`config.mk`:
```
export PLATFORM = sky130hd
export DESIGN_NAME = axis_route_decode
export DESIGN_NICKNAME = d
export VERILOG_FILES = /design/src/rtl/axis_pkg.sv /design/src/rtl/axis_skid_slice.sv /design/src/rtl/axis_route_decode.sv
export SDC_FILE = /design/constraint.sdc
export NUM_CORES = 1
export LEC_CHECK = 0
export BUFFER_PORTS_ARGS = -buffer_cell sky130_fd_sc_hd__buf_2
export CAP_MARGIN = 5
export CORE_MARGIN = 2
export CORE_UTILIZATION = 47
export CTS_CLUSTER_DIAMETER = 200
export DETAILED_ROUTE_END_ITERATION = 6
export PLACE_DENSITY = 0.77
export SETUP_SLACK_MARGIN = 0.2
export SYNTH_ARGS = -nofsm -noshare
export SYNTH_HDL_FRONTEND = slang
export SYNTH_HIERARCHICAL = 1
export SYNTH_SLANG_ARGS = --single-unit
```
`constraint.sdc`:
```
create_clock -name clk -period 5.5 [get_ports clk]
set_clock_uncertainty 0.05 [all_clocks]
set_input_delay 1.1 -clock clk [delete_from_list [all_inputs] [get_ports clk]]
set_output_delay 1.1 -clock clk [all_outputs]
set_load 0.05 [all_outputs]
```
`src/rtl/axis_pkg.sv`:
```
// Shared types and helpers for the AXI-Stream route decoder.
package axis_pkg;

    localparam int MaxPorts = 32;

    typedef enum logic [1:0] {
        StHead = 2'd0,
        StPass = 2'd1,
        StDrop = 2'd2
    } route_state_e;

    function automatic int unsigned popcount(input logic [MaxPorts-1:0] v);
        int unsigned n;
        n = 0;
        for (int i = 0; i < MaxPorts; i++) begin
            n = n + {31'd0, v[i]};
        end
        return n;
    endfunction

    // Index of the lowest set bit; 0 when v is all zero (caller masks that case).
    function automatic int unsigned lowest_set_idx(input logic [MaxPorts-1:0] v);
        int unsigned idx;
        idx = 0;
        for (int i = MaxPorts - 1; i >= 0; i--) begin
            if (v[i]) begin
                idx = i;
            end
        end
        return idx;
    endfunction

endpackage

```
`src/rtl/axis_skid_slice.sv`:
```
// Two-entry skid register slice: one-cycle latency, full throughput, registered in_ready.
module axis_skid_slice #(
    parameter int unsigned WIDTH = 8
) (
    input  logic             clk,
    input  logic             rst_n,
    input  logic [WIDTH-1:0] in_data_i,
    input  logic             in_valid_i,
    output logic             in_ready_o,
    output logic [WIDTH-1:0] out_data_o,
    output logic             out_valid_o,
    input  logic             out_ready_i
);

    logic [WIDTH-1:0] out_data_q, out_data_d;
    logic [WIDTH-1:0] skid_data_q, skid_data_d;
    logic             out_valid_q, out_valid_d;
    logic             skid_valid_q, skid_valid_d;
    logic             ready_q, ready_d;
    logic             in_fire;

    always_comb begin
        out_data_d   = out_data_q;
        out_valid_d  = out_valid_q;
        skid_data_d  = skid_data_q;
        skid_valid_d = skid_valid_q;
        in_fire      = in_valid_i && ready_q;

        if (out_ready_i || !out_valid_q) begin
            if (skid_valid_q) begin
                out_valid_d  = 1'b1;
                out_data_d   = skid_data_q;
                skid_valid_d = 1'b0;
            end else begin
                out_valid_d = in_fire;
                if (in_fire) begin
                    out_data_d = in_data_i;
                end
            end
        end else if (in_fire) begin
            // Output stalled: park the beat accepted on the strength of last cycle's ready.
            skid_valid_d = 1'b1;
            skid_data_d  = in_data_i;
        end

        ready_d = !skid_valid_d;
    end

    always_ff @(posedge clk or negedge rst_n) begin
        if (!rst_n) begin
            out_data_q   <= '0;
            out_valid_q  <= 1'b0;
            skid_data_q  <= '0;
            skid_valid_q <= 1'b0;
            ready_q      <= 1'b0;
        end else begin
            out_data_q   <= out_data_d;
            out_valid_q  <= out_valid_d;
            skid_data_q  <= skid_data_d;
            skid_valid_q <= skid_valid_d;
            ready_q      <= ready_d;
        end
    end

    assign in_ready_o  = ready_q;
    assign out_data_o  = out_data_q;
    assign out_valid_o = out_valid_q;

endmodule

```
`src/rtl/axis_route_decode.sv`:
```
// Header-driven route decoder: derives per-port enables from the first beat of each
// packet, drops unrouted packets and forwards the rest through a skid slice.
module axis_route_decode
    import axis_pkg::*;
#(
    parameter int unsigned DATA_WIDTH = 64,
    parameter int unsigned M_COUNT    = 4,
    parameter int unsigned ROUTE_LSB  = 56,
    parameter int unsigned FORK_BIT   = 60 + M_COUNT - 4
) (
    input  logic                  clk,
    input  logic                  rst_n,
    input  logic [M_COUNT-1:0]    port_en,
    input  logic                  cnt_clr,
    input  logic [DATA_WIDTH-1:0] s_axis_tdata,
    input  logic                  s_axis_tlast,
    input  logic                  s_axis_tvalid,
    output logic                  s_axis_tready,
    output logic [DATA_WIDTH-1:0] m_axis_tdata,
    output logic                  m_axis_tlast,
    output logic                  m_axis_tvalid,
    input  logic                  m_axis_tready,
    output logic [M_COUNT-1:0]    m_oen,
    output logic                  m_fork_enable,
    output logic [M_COUNT-1:0]    m_single_mask,
    output logic [15:0]           pkt_cnt,
    output logic [15:0]           drop_cnt
);

    localparam int unsigned PayW = DATA_WIDTH + 2 + 2 * M_COUNT;

    route_state_e        state_q;
    logic [M_COUNT-1:0]  route_q, single_q;
    logic                fork_q;
    logic [M_COUNT-1:0]  hdr_route, hdr_single, cur_route, cur_single;
    logic                hdr_fork, cur_fork;
    logic [MaxPorts-1:0] route_ext;
    logic                is_head, fwd, accept, s_ready;
    logic [PayW-1:0]     in_pay, out_pay;
    logic [15:0]         pkt_cnt_q, pkt_cnt_d, drop_cnt_q, drop_cnt_d;

    always_comb begin
        hdr_route = s_axis_tdata[ROUTE_LSB +: M_COUNT] & port_en;
        route_ext = '0;
        route_ext[M_COUNT-1:0] = hdr_route;
        hdr_fork   = s_axis_tdata[FORK_BIT] && (popcount(route_ext) >= 2);
        hdr_single = (M_COUNT'(1) << lowest_set_idx(route_ext)) & {M_COUNT{|hdr_route}};
    end

    // Header beat uses the live decode; later beats reuse what the header latched.
    assign is_head    = (state_q == StHead);
    assign cur_route  = is_head ? hdr_route  : route_q;
    assign cur_fork   = is_head ? hdr_fork   : fork_q;
    assign cur_single = is_head ? hdr_single : single_q;
    assign fwd        = (state_q == StPass) || (is_head && (hdr_route != '0));
    assign accept     = s_axis_tvalid && s_ready;

    always_ff @(posedge clk or negedge rst_n) begin
        if (!rst_n) begin
            state_q  <= StHead;
            route_q  <= '0;
            fork_q   <= 1'b0;
            single_q <= '0;
        end else if (accept) begin
            unique case (state_q)
                StHead: begin
                    route_q  <= hdr_route;
                    fork_q   <= hdr_fork;
                    single_q <= hdr_single;
                    if (!s_axis_tlast) begin
                        state_q <= (hdr_route != '0) ? StPass : StDrop;
                    end
                end
                StPass, StDrop: begin
                    if (s_axis_tlast) begin
                        state_q <= StHead;
                    end
                end
                default: state_q <= StHead;
            endcase
        end
    end

    always_comb begin
        pkt_cnt_d  = pkt_cnt_q;
        drop_cnt_d = drop_cnt_q;
        if (cnt_clr) begin
            pkt_cnt_d  = '0;
            drop_cnt_d = '0;
        end else if (accept && s_axis_tlast) begin
            if (fwd && (pkt_cnt_q != 16'hFFFF)) begin
                pkt_cnt_d = pkt_cnt_q + 16'd1;
            end
            if (!fwd && (drop_cnt_q != 16'hFFFF)) begin
                drop_cnt_d = drop_cnt_q + 16'd1;
            end
        end
    end

    always_ff @(posedge clk or negedge rst_n) begin
        if (!rst_n) begin
            pkt_cnt_q  <= '0;
            drop_cnt_q <= '0;
        end else begin
            pkt_cnt_q  <= pkt_cnt_d;
            drop_cnt_q <= drop_cnt_d;
        end
    end

    assign in_pay = {s_axis_tdata, s_axis_tlast, cur_route, cur_fork, cur_single};

    axis_skid_slice #(
        .WIDTH (PayW)
    ) u_skid (
        .clk         (clk),
        .rst_n       (rst_n),
        .in_data_i   (in_pay),
        .in_valid_i  (s_axis_tvalid && fwd),
        .in_ready_o  (s_ready),
        .out_data_o  (out_pay),
        .out_valid_o (m_axis_tvalid),
        .out_ready_i (m_axis_tready)
    );

    assign s_axis_tready = s_ready;
    assign {m_axis_tdata, m_axis_tlast, m_oen, m_fork_enable, m_single_mask} = out_pay;
    assign pkt_cnt  = pkt_cnt_q;
    assign drop_cnt = drop_cnt_q;

endmodule

```
==> After elaboration in Yosys (flattened, before gate mapping) <==
Cells that the tools add are included.
{ "word_totals": {"regBits": 194, "out_inout_bits": 108} }
{ "op_classes": {"n_addsub": 5, "order_cmp": 1, "eq_ne": 6, "shifts": 1, "mux": 22, "n_bitwise": 3, "reduce_logical": 26} }
{ "ops": {"columns": ["operator", "n"], "rows": [
  ["$mux 74", 2],
  ["$mux 16", 6],
  ["$add 16x1->16 const B", 2],
  ["$mux 32", 1],
  ["$ne 16x16->1 const B", 2],
  ["$shl 1x32->4 const A", 1],
  ["$mux 2", 6],
  ["$and 4x4->4", 2],
  ["$logic_and 1x1->1", 8],
  ["$mux 4", 2],
  ["$reduce_and 2->1", 4],
  ["$reduce_bool 2->1", 4],
  ["$add 3x1->4", 1],
  ["$ge 4x2->1 const B", 1],
  ["$mux 1", 4],
  ["$ne 2x2->1 const B", 2],
  ["$pmux 2 s2", 1],
  ["$reduce_bool 4->1", 1],
  ["$reduce_or 4->1", 1],
  ["$add 2x1->3", 1],
  ["$logic_not 1->1", 3],
  ["$reduce_and 3->1", 1],
  ["$add 1x1->2", 1],
  ["$eq 2x1->1 const B", 1],
  ["other kinds (5)", 6]
]} }

==> Depth between registers and ports, before layout <==
{ "depth": {"word_depth": 10, "depth_mapped": 11} }

==> By module <==
The synthesis kept the hierarchy.
{ "modules_own_cells": {"columns": ["mod", "n_inst", "cells_each", "area_each_um2"], "rows": [
  ["axis_skid_slice", 1, 405, 6877.8],
  ["axis_route_decode", 1, 263, 2493.6]
]} }

==> Worst setup path after synthesis <==
Ideal clock, no wire load.
{ "synth_timing": {"kind": "input port to flip-flop", "start": "input s_axis_tdata[56]", "end": "register u_skid.out_data_q[10], in the netlist u_skid/out_data_o[10]", "setup_time_ns": 0.125, "arrival_time_ns": 2.937, "path_slack_ns": 2.388, "path_stages": 10, "cell_sequence": "nand2_1 > ha_1 > and2b_1 > a21oi_2 > and2_2 > a21oi_2 > nor2_1 > buf_4 > buf_6 > mux2_4"} }
{ "synth_via": {"elab_chain_cells": 8} }
{ "synth_rtl": {"columns": ["element", "line", "rtl"], "rows": [
  ["start: declaration", "axis_route_decode.sv:15", "input logic [DATA_WIDTH-1:0] s_axis_tdata,"],
  ["$and 4x4->4", "axis_route_decode.sv:43", "hdr_route = s_axis_tdata[ROUTE_LSB +: M_COUNT] & port_en;"],
  ["$reduce_bool 4->1", "axis_route_decode.sv:55", "assign fwd = (state_q == StPass) || (is_head && (hdr_route != '0));"],
  ["$logic_and 1x1->1", "axis_route_decode.sv:55", null],
  ["$logic_or 1x1->1", "axis_route_decode.sv:55", null],
  ["$logic_and 1x1->1", "axis_route_decode.sv:118", ".in_valid_i (s_axis_tvalid && fwd),"],
  ["$logic_and 1x1->1", "axis_skid_slice.sv:27", "in_fire = in_valid_i && ready_q;"],
  ["$reduce_bool 2->1 (no line)", null, null],
  ["$reduce_and 2->1 (no line)", null, null],
  ["end signal: assignment", "axis_skid_slice.sv:57", "out_data_q <= out_data_d;"],
  ["end: declaration", "axis_skid_slice.sv:15", "logic [WIDTH-1:0] out_data_q, out_data_d;"]
]} }
No other way between the ends.
A chain may end at the register's enable or synchronous reset.

==> Final worst setup path <==
{ "layout_timing": {"start": "input s_axis_tdata[56]", "end": "register u_skid.out_data_q[32], in the netlist u_skid/out_data_o[32]"} }
The elaborated chain is that of the path after synthesis.

==> reports/summary.txt <==
status: finished, final reports clean
Vias/cell: 5.30
RSZ-0062 raised after global routing: false
# hold bufs at CTS: 0
Pwr Density: 590 mW/mm^2
Die ar.: 0.0211 mm^2
sw power: 2.59 mW
Max Clk Rate: 294 MHz
Syn Area/Cell: 14.0 um^2
Critical Path End Type: register
max cap viols: 0
Yosys reg bits: 194
Synthesized Nets: 749
Setup Buffers After CTS: 0
RR Endpoint: u_skid/out_data_o[32]
Routability Congestion: 0.832
die width: 145 um
Syn Inst Count: 668
flip-flop and latch area: 0.00486 mm^2
row count: 51
worst slew pin tran: 1.09 ns
Initial DRT Pass Iterations: 4
share of layout cells above drive strength 1: 0.499
final non-filler cell total: 1,116
first-pass GRT wire length: 32,200 um
clock latency at the later pin of the worst-skew pair: 0.42 ns
CP startpoint: s_axis_tdata[56]
mapped cell area: 0.00937 mm^2
initial antenna violation count: 1
cell depth of the worst hold path: 1
internal power: 3.90 mW
Pins Over Slew Limit: 0
root buf cell: clkbuf_16
Core ar.: 0.0195 mm^2
initial drt markers: 288
Antenna Nets Post-Route: 0
reg-to-reg critical path startpoint: state_q[0]
crit path kind: in2reg
hold_ws: 0.452 ns
Final TNS setup: 0 ns
r2r setup slk: 2.32 ns
worst-path fanout max: 28
register area share after synthesis: 0.518
Setup-failing EPs final: 0
Multi-input gate area: 0.00418 mm^2
Filler cells: 1,615
CTS tree: yes
Sequential Power Share: 0.364
H-tree levels: 4
slew margin rel.: 0.272
nets: 919
clock power share: 0.196
Initial Util: 0.480
CP Data Arrival Time: 3.66 ns
fin area: 0.0110 mm^2
final period utilization: 0.618
dpl cells: 1,084
total routed wirelength: 19,100 um
Chip Height: 145 um
Antenna Cells: 0
routed len/inst: 17.1 um
VDD IR-drop max: 309 uV
vias in the first global route: 6,125
hold path start: u_skid/skid_data_q[1]
FF-to-FF path depth: 9
Area Overhead vs Synth: 17.5%
I/O Pins: 182
final core utilization: 0.564
# resized after CTS: 0
Final Hold Fails: 0
worst slack, placed: 1.64 ns
placed instance area: 0.0104 mm^2
GRT overflow: 0
ys async rst share: 1.00
Crit path required time: 5.76 ns
drt drc: 0
Vias: 5,910
Inserted Clock Buffers: 17
switching part of the total: 0.399
Detail Placement HPWL: 12,500 um
Tot GR Track Use: 0.187
CTS sink cnt: 194
hold endpoint: u_skid/skid_data_q[1]
largest net degree at the start of global routing: 108
Hold WC Path Type: reg2reg
Post-synth EDFFs: 0
Synthesis Warnings: 6
CTS clk-pin slew, worst paths: 0.07 ns
Static Leak: 5.24 nW
Main synth FF type: dfrtp_1
synth unique cells: 49
final setup margin: 2.10 ns
CP Launch Type: input pin
Logic pwr share: 0.440
clk buf depth: 2
Tot Pwr: 6.50 mW
I/O Buffers: 181
fin crit period: 3.40 ns
==> layout by cell type (no fill, tap or decap), types with 10 or more instances in the layout <==
master,n
buf_2,180
mux2_1,41
inv_1,15
nor4_1,11
dfrtp_1,193
nand3_1,15
nand4_1,11
nand2_1,18
o21ai_0,13
clkbuf_16,17
mux2_2,115
mux2_4,80
nor2_1,25
xnor2_1,19
nor3_1,10
==> power groups by stage <==
stage	combinational, mW	clock [mW]	sequential [mW]
after floorplan	1.41	0	3.26
after global placement	2.83	0	2.36
after detailed placement	2.88	0	2.39
after CTS	2.89	1.31	2.37
after global routing	3.01	1.38	2.45
final	2.86	1.27	2.37
==> final cells by class <==
| type | count | area share |
|---|---|---|
| clock buffers | 18 | 0.0399 |
| clock inverters | 14 | 0.0151 |
| inverters | 15 | 0.00511 |
| multi-input cells | 424 | 0.380 |
| flip-flops and latches | 194 | 0.441 |
| well taps | 265 | 0.0301 |
| repair buffers | 186 | 0.0887 |
==> state kept, by name, indices dropped and copies added (netlist names) <==
signal and flops:
u_skid/out_data_o 74, route_q 4, u_skid/in_ready_o 1, fork_q 1, u_skid/out_valid_o 1, u_skid/skid_data_q 74
state_q 2, single_q 4, pkt_cnt 16, drop_cnt 16, u_skid/skid_valid_q 1
==> worst max-delay path, cell delays in order <==
cell and delay, ns:
buf_2 0.13, nand2_1 0.13, ha_1 0.25, and2b_1 0.19, a21oi_2 0.32, and2_2 0.26
a21oi_2 0.09, nor2_4 0.34, buf_4 0.45, mux2_2 0.39
==> worst max path at each step <==
stage | end | slack [ns] | cells past startpoint
floorplan | u_skid/out_data_o[10] | 2.39 | 10
global placement | u_skid/out_data_o[48] | 1.73 | 10
detailed placement | u_skid/out_data_o[51] | 1.64 | 10
CTS | u_skid/out_data_o[32] | 2.11 | 10
global route | u_skid/out_data_o[65] | 1.93 | 10
finish | u_skid/out_data_o[32] | 2.10 | 10
==> metal layers <==
| layer | track usage | up-vias | share of wire |
|---|---|---|---|
| li1 | - | 2743 | - |
| met1 | 0.264 | 2999 | 0.47 |
| met2 | 0.297 | 155 | 0.47 |
| met3 | 0.0399 | 11 | 0.049 |
| met4 | 0.0456 | 2 | 0.0069 |
| met5 | 0 | - | 0.00068 |
==> kinds of logic (layout without fill, tap and decap cells) <==
group / Yosys count / in the layout / synth area share
AOI/OAI and AO/OA: 35 / 35 / 0.0254
DFF: 194 / 194 / 0.518
xor gates and xnor gates: 20 / 20 / 0.0187
adders and majority gates: 7 / 7 / 0.0101
buffers and inverters: 50 / 233 / 0.0378
muxes: 237 / 237 / 0.317
and+or+nand+nor: 125 / 125 / 0.0733
==> cells in the mapped netlist (all sizes together) (5+ instances only) <==
master	number	share of area
mux2	236	0.32
dfrtp	194	0.52
buf	26	0.028
nor2	26	0.010
xnor2	19	0.018
nand2	18	0.0072
nand3	16	0.0085
inv	15	0.0060
nor4	13	0.010
o21ai	13	0.0069
nand4	11	0.0073
a21oi	10	0.0061
nor3	10	0.0053
clkbuf	9	0.0036
ha	6	0.0080
and3	5	0.0033
or3	5	0.0033
or4	5	0.0044
No activity file was read; power rests on OpenSTA's default activity.
